`src/rtl/disp_pkg.sv`:
```
// Shared types and constants for the dashboard display scheduler:
// FSM encoding, request/grant source indices and 7-segment glyphs.
package disp_pkg;

    typedef enum logic [1:0] {
        OFF  = 2'd0,
        IDLE = 2'd1,
        SHOW = 2'd2
    } state_t;

    localparam int SRC_MILE  = 0;
    localparam int SRC_SPEED = 1;
    localparam int SRC_ALERT = 2;

    // Segment order {dp,g,f,e,d,c,b,a}, active-high, dp never lit.
    localparam logic [7:0] SEG_0     = 8'h3F;
    localparam logic [7:0] SEG_1     = 8'h06;
    localparam logic [7:0] SEG_2     = 8'h5B;
    localparam logic [7:0] SEG_3     = 8'h4F;
    localparam logic [7:0] SEG_4     = 8'h66;
    localparam logic [7:0] SEG_5     = 8'h6D;
    localparam logic [7:0] SEG_6     = 8'h7D;
    localparam logic [7:0] SEG_7     = 8'h07;
    localparam logic [7:0] SEG_8     = 8'h7F;
    localparam logic [7:0] SEG_9     = 8'h6F;
    localparam logic [7:0] SEG_BLANK = 8'h00;

endpackage

```
`src/rtl/disp_sched_if.sv`:
```
// Request/grant and display bus between the dashboard sources and the scheduler.
// Handshake: req bits are levels held by each source while it wants the display;
// gnt is a registered one-hot answer, a source owns the display while its gnt bit is high.
interface disp_sched_if;
    import disp_pkg::*;

    logic        tick;
    logic [1:0]  mode;
    logic [2:0]  req;
    logic [11:0] bcd_mile;
    logic [11:0] bcd_speed;
    logic [11:0] bcd_alert;
    logic [2:0]  gnt;
    logic [7:0]  led_seg;
    logic [2:0]  an;
    state_t      dbg_state;

    modport master (
        output tick, mode, req, bcd_mile, bcd_speed, bcd_alert,
        input  gnt, led_seg, an, dbg_state
    );

    modport slave (
        input  tick, mode, req, bcd_mile, bcd_speed, bcd_alert,
        output gnt, led_seg, an, dbg_state
    );

endinterface

```
`src/rtl/disp_sched_seg_decode.sv`:
```
// BCD nibble to 7-segment glyph; non-decimal nibbles render blank.
module seg_decode
    import disp_pkg::*;
(
    input  logic [3:0] bcd,
    output logic [7:0] seg
);

    always_comb begin
        seg = SEG_BLANK;
        case (bcd)
            4'd0:    seg = SEG_0;
            4'd1:    seg = SEG_1;
            4'd2:    seg = SEG_2;
            4'd3:    seg = SEG_3;
            4'd4:    seg = SEG_4;
            4'd5:    seg = SEG_5;
            4'd6:    seg = SEG_6;
            4'd7:    seg = SEG_7;
            4'd8:    seg = SEG_8;
            4'd9:    seg = SEG_9;
            default: seg = SEG_BLANK;
        endcase
    end

endmodule

```
`src/rtl/disp_sched.sv`:
```
// Display scheduler: arbitrates mileage/speed/alert for one 3-digit display,
// holds each grant for a minimum tick count and multiplexes the digits.
module disp_sched
    import disp_pkg::*;
#(
    parameter int HOLD_TICKS = 500,
    parameter int CNT_W      = 10
) (
    input  logic       clk,
    input  logic       rst,
    disp_sched_if.slave bus
);

    localparam logic [CNT_W-1:0] HOLD_MAX = CNT_W'((HOLD_TICKS == 0) ? 1 : HOLD_TICKS);

    state_t           state_q, state_n;
    logic [2:0]       gnt_q, gnt_n, win;
    logic [11:0]      shadow_q, shadow_n;
    logic [CNT_W-1:0] hold_q, hold_n;
    logic [1:0]       scan_q, scan_n;
    logic             rr_q, rr_n;
    logic             grant_new, car_on;
    logic [2:0]       an_q, an_n;
    logic [7:0]       seg_q, seg_n, seg_raw;
    logic [3:0]       nib;
    logic             lz_blank;

    assign car_on = (bus.mode != 2'b00);

    always_comb begin
        state_n   = state_q;
        gnt_n     = gnt_q;
        shadow_n  = shadow_q;
        hold_n    = hold_q;
        scan_n    = scan_q;
        rr_n      = rr_q;
        grant_new = 1'b0;
        win       = 3'b000;
        unique case (state_q)
            OFF: begin
                if (car_on) state_n = IDLE;
            end
            IDLE: begin
                if (!car_on) begin
                    state_n = OFF;
                end else if (bus.req != 3'b000) begin
                    grant_new = 1'b1;
                    if (bus.req[SRC_ALERT])      win = 3'b100;
                    else if (bus.req[SRC_SPEED]) win = 3'b010;
                    else                         win = 3'b001;
                end
            end
            SHOW: begin
                if (!car_on) begin
                    state_n = OFF;
                    gnt_n   = 3'b000;
                end else if (bus.req[SRC_ALERT] && !gnt_q[SRC_ALERT]) begin
                    grant_new = 1'b1;
                    win       = 3'b100;
                end else if (hold_q == HOLD_MAX) begin
                    // rr_q remembers the last non-alert source so the one after an alert alternates
                    if (bus.req[SRC_ALERT])
                        win = 3'b100;
                    else if (gnt_q[SRC_SPEED] && bus.req[SRC_MILE])
                        win = 3'b001;
                    else if (gnt_q[SRC_MILE] && bus.req[SRC_SPEED])
                        win = 3'b010;
                    else if (gnt_q[SRC_ALERT] && (bus.req[SRC_MILE] || bus.req[SRC_SPEED]))
                        win = (bus.req[SRC_MILE] && (rr_q || !bus.req[SRC_SPEED])) ? 3'b001 : 3'b010;
                    else if ((bus.req & gnt_q) != 3'b000)
                        win = gnt_q;
                    if (win != 3'b000) begin
                        grant_new = 1'b1;
                    end else begin
                        state_n = IDLE;
                        gnt_n   = 3'b000;
                    end
                end else if (bus.tick) begin
                    hold_n = hold_q + CNT_W'(1);
                    scan_n = (scan_q == 2'd2) ? 2'd0 : scan_q + 2'd1;
                    // a source that has withdrawn keeps its last value frozen
                    if ((bus.req & gnt_q) != 3'b000)
                        shadow_n = gnt_q[SRC_ALERT] ? bus.bcd_alert :
                                   gnt_q[SRC_SPEED] ? bus.bcd_speed : bus.bcd_mile;
                end
            end
            default: begin
                state_n = OFF;
                gnt_n   = 3'b000;
            end
        endcase
        if (grant_new) begin
            state_n  = SHOW;
            gnt_n    = win;
            shadow_n = win[SRC_ALERT] ? bus.bcd_alert :
                       win[SRC_SPEED] ? bus.bcd_speed : bus.bcd_mile;
            hold_n   = '0;
            scan_n   = 2'd0;
            if (!win[SRC_ALERT]) rr_n = win[SRC_SPEED];
        end
    end

    // Digit outputs are decoded from the next-state values so they register alongside gnt.
    always_comb begin
        nib      = shadow_n[3:0];
        lz_blank = 1'b0;
        case (scan_n)
            2'd1: begin
                nib      = shadow_n[7:4];
                lz_blank = (shadow_n[11:4] == 8'd0);
            end
            2'd2: begin
                nib      = shadow_n[11:8];
                lz_blank = (shadow_n[11:8] == 4'd0);
            end
            default: ;
        endcase
        an_n  = (state_n == SHOW) ? (3'b001 << scan_n) : 3'b000;
        seg_n = ((state_n == SHOW) && !lz_blank) ? seg_raw : 8'h00;
    end

    seg_decode u_seg (
        .bcd (nib),
        .seg (seg_raw)
    );

    always_ff @(posedge clk or posedge rst) begin
        if (rst) begin
            state_q  <= OFF;
            gnt_q    <= 3'b000;
            shadow_q <= 12'h000;
            hold_q   <= '0;
            scan_q   <= 2'd0;
            rr_q     <= 1'b0;
            an_q     <= 3'b000;
            seg_q    <= 8'h00;
        end else begin
            state_q  <= state_n;
            gnt_q    <= gnt_n;
            shadow_q <= shadow_n;
            hold_q   <= hold_n;
            scan_q   <= scan_n;
            rr_q     <= rr_n;
            an_q     <= an_n;
            seg_q    <= seg_n;
        end
    end

    assign bus.gnt       = gnt_q;
    assign bus.an        = an_q;
    assign bus.led_seg   = seg_q;
    assign bus.dbg_state = state_q;

endmodule

```
`src/flat_wrapper.sv`:
```
// flat-port wrapper written by rule: the top's interface ports become plain ports
module disp_sched_flat import disp_pkg::*;
#(
    parameter int HOLD_TICKS = 500,
    parameter int CNT_W      = 10
)
  (clk, rst, bus_tick, bus_mode, bus_req, bus_bcd_mile, bus_bcd_speed, bus_bcd_alert, bus_gnt, bus_led_seg, bus_an, bus_dbg_state);
  disp_sched_if bus_i ();
  input  logic clk;
  input  logic rst;
  input wire logic [$bits(bus_i.tick)-1:0] bus_tick;
  input wire logic [$bits(bus_i.mode)-1:0] bus_mode;
  input wire logic [$bits(bus_i.req)-1:0] bus_req;
  input wire logic [$bits(bus_i.bcd_mile)-1:0] bus_bcd_mile;
  input wire logic [$bits(bus_i.bcd_speed)-1:0] bus_bcd_speed;
  input wire logic [$bits(bus_i.bcd_alert)-1:0] bus_bcd_alert;
  output wire logic [$bits(bus_i.gnt)-1:0] bus_gnt;
  output wire logic [$bits(bus_i.led_seg)-1:0] bus_led_seg;
  output wire logic [$bits(bus_i.an)-1:0] bus_an;
  output wire logic [$bits(bus_i.dbg_state)-1:0] bus_dbg_state;
  assign bus_i.tick = bus_tick;
  assign bus_i.mode = bus_mode;
  assign bus_i.req = bus_req;
  assign bus_i.bcd_mile = bus_bcd_mile;
  assign bus_i.bcd_speed = bus_bcd_speed;
  assign bus_i.bcd_alert = bus_bcd_alert;
  assign bus_gnt = bus_i.gnt;
  assign bus_led_seg = bus_i.led_seg;
  assign bus_an = bus_i.an;
  assign bus_dbg_state = bus_i.dbg_state;
  disp_sched #(.HOLD_TICKS(HOLD_TICKS), .CNT_W(CNT_W)) u_core (.clk(clk), .rst(rst), .bus(bus_i));
endmodule
```
`config.mk`:
```
export PLATFORM = sky130hd
export DESIGN_NAME = disp_sched_flat
export DESIGN_NICKNAME = d
export VERILOG_FILES = /design/src/rtl/disp_pkg.sv /design/src/rtl/disp_sched_if.sv /design/src/rtl/disp_sched_seg_decode.sv /design/src/rtl/disp_sched.sv /design/src/flat_wrapper.sv
export SDC_FILE = /design/constraint.sdc
export NUM_CORES = 1
export LEC_CHECK = 0
export CAP_MARGIN = 25
export CORE_ASPECT_RATIO = 1.1
export CORE_MARGIN = 4
export CORE_UTILIZATION = 53
export CTS_CLUSTER_SIZE = 28
export DETAILED_ROUTE_END_ITERATION = 10
export PLACE_DENSITY = 0.85
export RECOVER_POWER = 100
export SKIP_CTS_REPAIR_TIMING = 1
export SYNTH_ARGS = -nofsm -noshare
export SYNTH_HDL_FRONTEND = slang
export SYNTH_HIERARCHICAL = 1
export SYNTH_SLANG_ARGS = --single-unit
```
`constraint.sdc`:
```
create_clock -name clk -period 4.5 [get_ports clk]
set_input_delay 0.9 -clock clk [delete_from_list [all_inputs] [get_ports clk]]
set_output_delay 0.9 -clock clk [all_outputs]
set_load 0.05 [all_outputs]
```
Yosys cells after proc, flatten, opt, wreduce, memory -nomap -nowiden
Memories as Yosys holds them, arrays and structs flattened.
Index checks and enable logic that the tools add are counted.
- flip-flop bits (word level): 41
- ROM bits: 112
- bits of input ports: 44
- output and inout port bits: 16
- memories kept: 1
- memories (name ; depth ; bits a word ; rd ports ; clocked after memory_dff ; wr ports ; RTL line ; source):
    (name not given) ; 16 ; 7 ; 1 ; 0 ; 0 ; disp_sched_seg_decode.sv:11 ; case (bcd)
- $add $sub $neg: 2
- equal/unequal tests: 13
- shift operators: 1
- multiplexer cells: 67
- bitwise operators: 2
- reduce and logical (&&, ||, !) cells: 25
- operator list (operator ; count):
    2-to-1 mux 12 bit ; 11
    2-to-1 mux 3 bit ; 21
    2-to-1 mux 10 bit ; 6
    2-to-1 mux 2 bit ; 16
    != test 4 x 3 -> 1 bit, second input constant ; 3
    case mux 3 bit (2 select lines) ; 2
    adder 10 x 1 -> 10 bit, second input constant ; 1
    == test 10 x 9 -> 1 bit, second input constant ; 1
    nonzero test 3 bit ; 3
    == test 2 bit, second input constant ; 4
    logical NOT 8 bit ; 1
    2-to-1 mux 8 bit ; 1
    case mux 4 bit (2 select lines) ; 1
    nonzero test 2 bit ; 4
    logical AND 1 bit ; 6
    2-to-1 mux 1 bit ; 6
    != test 2 x 1 -> 1 bit, second input constant ; 3
    case mux 2 bit (3 select lines) ; 1
    AND reduction 5 bit ; 1
    == test 2 x 1 -> 1 bit, second input constant ; 2
    logical NOT 4 bit ; 1
    case mux 1 bit (2 select lines) ; 2
    AND reduction 4 bit ; 1
    bitwise AND 3 bit ; 1
    other kinds (8) ; 11

Longest topological paths before layout
Gate-level depths: netlist of run 1.
- depth in word-level cells: 24
- mapped depth: 20

Hierarchy
Netlist of run 1, hierarchy kept.
- by module, submodules not included (module ; instances ; cells an instance ; area each (µm²)):
    disp_sched ; 1 ; 320 ; 2909.0
    seg_decode ; 1 ; 30 ; 230.2

Worst setup path after synthesis of run 1
No wires, ideal clock.
- path kind: input-to-reg
- start point: in bus_req[0]
- end point: reg u_core.seg_q[0] (netlist: u_core/bus.led_seg[0])
- library setup time: 0.119 ns
- arrival: 3.607 ns
- slack: 0.774 ns
- stages on the path: 15
- buffers on the path: 2
- path through: buf_2 -> or2_2 -> o311ai_1 -> a21o_1 -> buf_4 -> nand2_1 -> ha_1 -> a22o_1 -> mux2_2 -> inv_2 -> ha_1 -> nor2_1 -> a21oi_1 -> o22ai_1 -> o21a_1
- elaborated cells on any way between the ends: 58
- those cells by class: eq/ne: 3; mux: 42; bitwise: 1; reduce/logical: 11; memory: 1
- RTL lines (item ; RTL line ; source):
    from (decl) ; flat_wrapper.sv:13 ; input wire logic [$bits(bus_i.req)-1:0] bus_req;
    bitwise AND 3 bit ; disp_sched.sv:70, disp_sched.sv:82 ;
    nonzero test 3 bit ; disp_sched.sv:70, disp_sched.sv:82 ;
    2-to-1 mux 3 bit ; disp_sched.sv:70 ; else if ((bus.req & gnt_q) != 3'b000)
    2-to-1 mux 3 bit ; disp_sched.sv:68 ; else if (gnt_q[SRC_ALERT] && (bus.req[SRC_MILE] || bus.req[SRC_SPEED]))
    2-to-1 mux 3 bit ; disp_sched.sv:66 ; else if (gnt_q[SRC_MILE] && bus.req[SRC_SPEED])
    2-to-1 mux 3 bit ; disp_sched.sv:64 ; else if (gnt_q[SRC_SPEED] && bus.req[SRC_MILE])
    2-to-1 mux 3 bit ; disp_sched.sv:62 ; if (bus.req[SRC_ALERT])
    2-to-1 mux 3 bit ; disp_sched.sv:60 ; end else if (hold_q == HOLD_MAX) begin
    (+9 left out) ; n/a ;
    2-to-1 mux 2 bit ; disp_sched.sv:92 ; if (grant_new) begin
    == test 2 bit / == test 2 x 1 -> 1 bit (equally long branches) ; disp_sched.sv:107 ; case (scan_n)
    case mux 4 bit (2 select lines) (*) ; disp_sched.sv:107 ;
    net u_core.nib[1] ; disp_sched.sv:25 ; logic [3:0] nib;
    memory read (16 x 7 bit) (*) ; n/a ;
    net u_core.seg_raw[0] ; disp_sched.sv:24 ; logic [7:0] seg_q, seg_n, seg_raw;
    2-to-1 mux 8 bit (*) ; disp_sched.sv:119 ; seg_n = ((state_n == SHOW) && !lz_blank) ? seg_raw : 8'h00;
    net u_core.seg_n[0] ; disp_sched.sv:24 ;
    to (signal assigned) ; disp_sched.sv:145 ; seg_q <= seg_n;
    to (decl) ; disp_sched.sv:24 ;
The timed path passes the listed nets; every way through them passes the cells marked *. The select of a mux whose other input is x is not followed.
A chain may end at the register's enable or synchronous reset.

Final worst setup path of run 1
- start point: in bus_req[2]
- end point: reg u_core.seg_q[3] (netlist: u_core/bus.led_seg[3])
- elaborated cells on any way between the ends: 58
- those cells by class: eq/ne: 3; mux: 45; bitwise: 1; reduce/logical: 8; memory: 1
- RTL lines (item ; RTL line ; source):
    bitwise AND 3 bit ; disp_sched.sv:70, disp_sched.sv:82 ;
    nonzero test 3 bit ; disp_sched.sv:70, disp_sched.sv:82 ;
    2-to-1 mux 3 bit ; disp_sched.sv:70 ;
    2-to-1 mux 3 bit ; disp_sched.sv:68 ;
    2-to-1 mux 3 bit ; disp_sched.sv:66 ;
    2-to-1 mux 3 bit ; disp_sched.sv:64 ;
    2-to-1 mux 3 bit ; disp_sched.sv:62 ;
    2-to-1 mux 3 bit ; disp_sched.sv:60 ;
    (+9 left out) ; n/a ;
    2-to-1 mux 12 bit (*) ; disp_sched.sv:92 ;
    net u_core.shadow_n[9] ; disp_sched.sv:18 ; logic [11:0] shadow_q, shadow_n;
    case mux 4 bit (2 select lines) (*) ; disp_sched.sv:107 ;
    net u_core.nib[1] ; disp_sched.sv:25 ;
    memory read (16 x 7 bit) (*) ; n/a ;
    net u_core.seg_raw[3] ; disp_sched.sv:24 ;
    2-to-1 mux 8 bit (*) ; disp_sched.sv:119 ;
    net u_core.seg_n[3] ; disp_sched.sv:24 ;
Marks and branches as above.

==> impl_metrics.json, run 1 <==
{
  "path_delay_family": "compound AO/OA/AOI/OAI gates",
  "drt_iter0_drc": 235,
  "finalCritPeriodShare_pct": 94.46,
  "drc": 0,
  "endpoint_kind": "flop",
  "power_leakage_uw": 0.001703,
  "synth_area_um2": 3139,
  "fin_crit_ns": 4.251,
  "drt_wl_total_mm": 8.095,
  "diodes": 0,
  "max_freq_mhz": 235.3,
  "initial_core_util_pct": 54.41,
  "cp-start-kind": "primary input",
  "nets": 469,
  "die_area_um2": 7220,
  "drv_cap": 1,
  "power_frac_comb_pct": 67.8,
  "overflow": 0,
  "gp_congestion": 0.9036,
  "slew_headroom_pct": -47.88,
  "setup_viol": 0,
  "critPathArrivalTime_ns": 4.49,
  "cts_tree": "built",
  "hold_viol_final": 0,
  "clk_latency_ns": 0.29,
  "synthArstFlopShare_pct": 100.0,
  "r2r_setup_slack_ns": 0.75,
  "fin_skew_ns": 0.006755,
  "synth_edf_count": 0,
  "yosysSeqAreaShare_pct": 32.68,
  "worstSetupPathType": "primary input to flop",
  "hold_class": "flop to flop",
  "syn2layout_area_growth_pct": 23.40,
  "p_total_uw": 2430,
  "switchingPower_uw": 1172,
  "wl_per_cell_um": 16.59,
  "r2r_start": "u_core/bus.dbg_state[0]$_DFF_PP0_",
  "synth.distinct_cells": 59,
  "max_stage_delay_ns": 0.64,
  "dp_hpwl_mm": 6.315,
  "critical_path.slowest_cell": "clkdlybuf4s50_1",
  "syn_area_per_cell_um2": 8.969,
  "grt_setup_unrepaired": "no",
  "final_cell_area_um2": 3874,
  "grt_max_degree": 42,
  "placed_area_um2": 3807,
  "path_cells": "clkdlybuf4s50_1 > and4bb_1 > a211oi_2 > a211oi_2 > nor2_4 > mux2i_1 > a221oi_1 > a22o_1 > mux2_1 > inv_2 > ha_1 > nor2_1 > a21oi_1 > o22ai_1 > o21a_1",
  "crit_top_cell": "a211oi_2",
  "critical_path.max_fanout": 10,
  "final-max-slew-violation-count": 42,
  "cts_buffer_depth": 2,
  "swShare_pct": 48.21,
  "numCtsBuffers": 5,
  "antenna_left": 0,
  "synth_flop_cell": "dfrtp_1",
  "grt_pass1_wl_mm": 13.36,
  "required_ns": 4.74,
  "via_per_inst": 5.932,
  "status": "finished with violations",
  "std_cell_rows": 29,
  "yosys_warnings": 6,
  "min_to": "u_core/rr_q$_DFFE_PP0P_",
  "worstRegToRegCells": 16,
  "critPathBufInv": 2,
  "worstMarginPinSlew_ns": 2.218,
  "violations": "capacitance limit, slew limit",
  "clock-sinks": 41,
  "drt_pre_antenna_iters": 5,
  "p_int_uw": 1259,
  "clock-root-buffer": "clkbuf_8",
  "grt_pass1_vias": 2809,
  "ir_drop_mv": 0.6739,
  "boundaryPins": 60,
  "hold_slack_ns": 0.5487,
  "final_util_pct": 67.14,
  "netlist_instances": 350,
  "synth-seq-cells": 41,
  "vias": 2895,
  "power_frac_clock_pct": 9.5,
  "core-area_um2": 5769,
  "fp.dieH_um": 88.72,
  "fin_setup_tns_ns": 0,
  "p_seq_share_pct": 22.7,
  "r2r_end": "u_core/bus.led_seg[3]$_DFF_PP0_",
  "min_delay_path_depth": 2,
  "clk_pin_slew_ns": 0.08,
  "drive_above_1_share_pct": 10.71,
  "antenna_found_initial": 0,
  "cts_htree_levels": 2,
  "hold_start": "u_core/rr_q$_DFFE_PP0P_",
  "synth_nets": 409,
  "port_buffers": 59,
  "die_x_um": 81.38,
  "grt_usage_pct": 23.90,
  "powerDensity_nw_per_um2": 627.4
}
==> flip-flops by register name, summed over array words and instances (netlist names) <==
| register | count |
|---|---|
| u_core/bus.gnt | 3 |
| u_core/shadow_q | 12 |
| u_core/scan_q | 2 |
| u_core/bus.dbg_state | 2 |
| u_core/hold_q | 10 |
| u_core/bus.an | 3 |
| u_core/bus.led_seg | 8 |
| u_core/rr_q | 1 |
==> stage by stage <==
| stage | setup slack [ns] | cells |
|---|---|---|
| floorplan | 0.7737 | 350 |
| CTS | 0.2732 | 488 |
| global placement | 0.1949 | 480 |
| finish | 0.2493 | 488 |
| global route | 0.04197 | 488 |
| detailed placement | -0.03384 | 480 |
==> worst max path at each step <==
stage / endpoint / start / slack [ns] / cells after the start
after floorplan: u_core/bus.led_seg[0]$_DFF_PP0_ / bus_req[0] / 0.77 / 15
after global placement: u_core/bus.led_seg[3]$_DFF_PP0_ / bus_req[2] / 0.19 / 15
after detailed placement: u_core/bus.led_seg[3]$_DFF_PP0_ / bus_req[2] / -0.03 / 15
after CTS: u_core/bus.led_seg[3]$_DFF_PP0_ / bus_req[2] / 0.27 / 15
after global routing: u_core/bus.led_seg[3]$_DFF_PP0_ / bus_req[2] / 0.04 / 15
final: u_core/bus.led_seg[3]$_DFF_PP0_ / bus_req[2] / 0.25 / 15
==> cell families (layout without fill, tap and decap cells) <==
kind of cell	count (synthesis)	count (layout)	share of synthesized area (%)
AND/OR/NAND/NOR	103	103	16.54
other	1	1	0.1195
XOR/XNOR	7	7	1.953
buffers and inverters	41	102	6.576
flip-flops	41	41	32.68
AO/OA/AOI/OAI	105	105	23.95
adder cells (fa/ha/maj)	15	15	5.978
multiplexers	37	37	12.20
==> per-layer routing <==
| metal | vias up | GRT usage [%] | wire length, um |
|---|---|---|---|
| met3 | 25 | 4.582 | 555 |
| met2 | 120 | 39.63 | 3886 |
| met4 | 0 | 9.985 | 240 |
| met5 | - | 0 | 0 |
| li1 | 1382 | - | - |
| met1 | 1368 | 30.42 | 3412 |
==> power by group through the flow <==
| stage | clock [uW] | sequential [uW] | combinational [uW] |
|---|---|---|---|
| after floorplan | 0 | 692 | 1120 |
| after global routing | 253 | 566 | 1810 |
| after CTS | 236 | 552 | 1680 |
| after detailed placement | 0 | 558 | 1670 |
| final | 230 | 552 | 1650 |
| after global placement | 0 | 553 | 1610 |
==> layout by cell type, fill, tap and decap left out, drive strengths merged, types with 5 or more instances in the layout <==
cell type	n
nor2	40
o22ai	5
a211oi	12
clkdlybuf4s50	42
clkbuf	12
o311ai	5
inv	21
mux2i	27
nand4	5
a22o	5
nand2	28
dlygate4sd3	17
a21oi	21
o21ai	20
nand3	5
ha	15
o21a	10
mux2	10
dfrtp	41
a31oi	7
buf	10
and2	6
==> layout make-up <==
cell class	count	area (um^2)
multi-input cells	268	1911
fillers	459	1896
flip-flops and latches	41	1026
repair buffers	73	681.9
well taps	77	96.34
clock buffers	8	80.08
inverters	21	78.83
==> worst reg2reg max path, stage by stage (launching register included) <==
cell and delay, ns:
dfrtp_1 0.43, inv_1 0.09, ha_1 0.30, o21ai_0 0.11
a211o_1 0.26, a211oi_2 0.52, nor2_4 0.18, mux2i_1 0.16
a221oi_1 0.53, a22o_1 0.24, mux2_1 0.16, inv_2 0.07
ha_1 0.18, nor2_1 0.10, a21oi_1 0.06, o22ai_1 0.18
o21a_1 0.14
==> Yosys cell counts (all sizes together) (6+ instances only) <==
master | n | area share (%)
nand2 | 28 | 3.3
o21a | 10 | 2.4
ha | 15 | 6.0
mux2i | 27 | 8.6
a211oi | 12 | 3.9
mux2 | 10 | 3.6
nor2 | 40 | 5.0
buf | 15 | 3.5
and2 | 6 | 1.2
a31oi | 7 | 1.4
inv | 21 | 2.5
dfrtp | 41 | 33
a21oi | 21 | 3.3
o21ai | 20 | 3.2
Power figures use the tool's default switching activity.
==> run 2: changes to the inputs <==
- CORE_MARGIN: 4 -> 2
==> run 2 against run 1 <==
Net effect: the flow still finishes with violations (capacitance limit, slew limit); power is 0.26% higher; critical path depth decreased by 5; worst hold slack better by 0.0067 ns; critical endpoint unchanged.
==> impl_metrics.json, run 2 (synthesis gave the netlist of run 1 again) <==
{
  "status": "finished with violations",
  "violations": "capacitance limit, slew limit",
  "endpoint_kind": "flop",
  "grt_pass1_wl_mm": 13.09,
  "numCtsBuffers": 5,
  "fp.dieH_um": 84.72,
  "clk_pin_slew_ns": 0.08,
  "drc": 0,
  "worstSetupPathType": "primary input to flop",
  "worstMarginPinSlew_ns": 2.260,
  "syn2layout_area_growth_pct": 23.32,
  "vias": 2844,
  "critical_path.max_fanout": 15,
  "fin_skew_ns": 0.004761,
  "power_leakage_uw": 0.001694,
  "std_cell_rows": 29,
  "required_ns": 4.73,
  "ir_drop_mv": 0.6077,
  "drt_iter0_drc": 235,
  "nets": 467,
  "placed_area_um2": 3792,
  "dp_cells": 478,
  "grt_setup_unrepaired": "no",
  "setup_viol": 0,
  "die_x_um": 77.38,
  "antenna_found_initial": 0,
  "final-max-slew-violation-count": 42,
  "clock-sinks": 41,
  "largest_reg_flops": 12,
  "finalCritPeriodShare_pct": 94.42,
  "dp_hpwl_mm": 5.983,
  "grt_pass1_vias": 2696,
  "drv_cap": 1,
  "wl_per_cell_um": 16.58,
  "port_buffers": 59,
  "drt_wl_total_mm": 8.039,
  "diodes": 0,
  "slew_headroom_pct": -50.67,
  "via_per_inst": 5.864,
  "cts_tree": "built",
  "grt_max_degree": 42,
  "initial_core_util_pct": 54.76,
  "cts_htree_levels": 2,
  "regArea_um2": 1026,
  "fin_cells": 485,
  "gp_congestion": 0.9068,
  "max_freq_mhz": 235.3,
  "cts_buffer_depth": 2,
  "critPathArrivalTime_ns": 4.48,
  "die_area_um2": 6556,
  "overflow": 0,
  "multiInputGateArea_um2": 1918,
  "n_fill_cell": 481,
  "cp-start-kind": "primary input",
  "final_cell_area_um2": 3871,
  "hold_viol_final": 0,
  "clk_latency_ns": 0.29,
  "fin_crit_ns": 4.249,
  "clock-root-buffer": "clkbuf_8",
  "final_common_cell": "clkdlybuf4s50_1",
  "boundaryPins": 60,
  "powerDensity_nw_per_um2": 629.4,
  "fin_setup_tns_ns": 0,
  "grt_usage_pct": 25.05,
  "drive_above_1_share_pct": 10.54,
  "layout_common_cells": "42 x clkdlybuf4s50_1, 41 x dfrtp_1, 39 x nor2_1, 28 x nand2_1, 27 x mux2i_1",
  "antenna_left": 0,
  "core-area_um2": 5733,
  "largest_register": "u_core/shadow_q",
  "drt_pre_antenna_iters": 4,
  "hold_class": "flop to flop"
}
==> run 2: cell type report <==
cell class                 instances  area share, %
multi-input combinational        268          49.55
clock buffer                       7          2.230
sequential                        41          26.50
inverter                          21          2.036
tap                               77          2.489
timing repair buffer              71          17.19
==> run 2: final timing paths <==
check | from | endpoint | slack [ns] | cells after the start
min in group asynchronous | rst | u_core/hold_q[5]$_DFFE_PP0P_ | 1.87 | 3
worst max register to register | u_core/bus.gnt[2]$_DFFE_PP0P_ | u_core/bus.led_seg[3]$_DFF_PP0_ | 0.63 | 9
max in group asynchronous | rst | u_core/bus.led_seg[3]$_DFF_PP0_ | 1.34 | 3
worst min register to register | u_core/hold_q[9]$_DFFE_PP0P_ | u_core/hold_q[9]$_DFFE_PP0P_ | 0.56 | 2
worst min-delay path | u_core/hold_q[9]$_DFFE_PP0P_ | u_core/hold_q[9]$_DFFE_PP0P_ | 0.56 | 2
worst max-delay path | bus_req[2] | u_core/bus.led_seg[3]$_DFF_PP0_ | 0.25 | 10
==> run 2: metrics by stage <==
step | hold WS, ns | utilization, % | power, uW | setup slack (ns)
floorplan | 0.4894 | - | 1812 | 0.7737
global placement | 0.5147 | 66.15 | 2152 | 0.1411
detailed placement | 0.5360 | 66.15 | 2197 | 0.02207
CTS | 0.5560 | 67.66 | 2457 | 0.3180
global route | 0.5798 | 67.53 | 2608 | 0.01953
finish | 0.5554 | 67.53 | 2437 | 0.2510
==> run 2: critical path: stages <==
cell	delay [ns]
clkdlybuf4s50_1	0.63
and4bb_1	0.25
a211oi_2	0.11
a31o_2	0.33
a21oi_2	0.36
clkbuf_1	0.40
clkbuf_1	0.57
a21oi_1	0.22
a211oi_2	0.52
o21a_1	0.18
==> run 2: report_power, final <==
part           internal (uW)  switching (uW)  leakage (uW)
sequential               492            69.0      0.000524
combinational            646             985       0.00113
clock                    122             123     0.0000443
total                   1260            1180       0.00169
==> run 2: per-layer routing <==
| metal | part of all wire, % | vias up | GRT usage [%] |
|---|---|---|---|
| met5 | 0 | - | 0 |
| met3 | 5.2 | 10 | 4.946 |
| met4 | 1.3 | 0 | 7.305 |
| met1 | 45 | 1366 | 34.23 |
| met2 | 49 | 89 | 40.47 |
| li1 | - | 1379 | - |
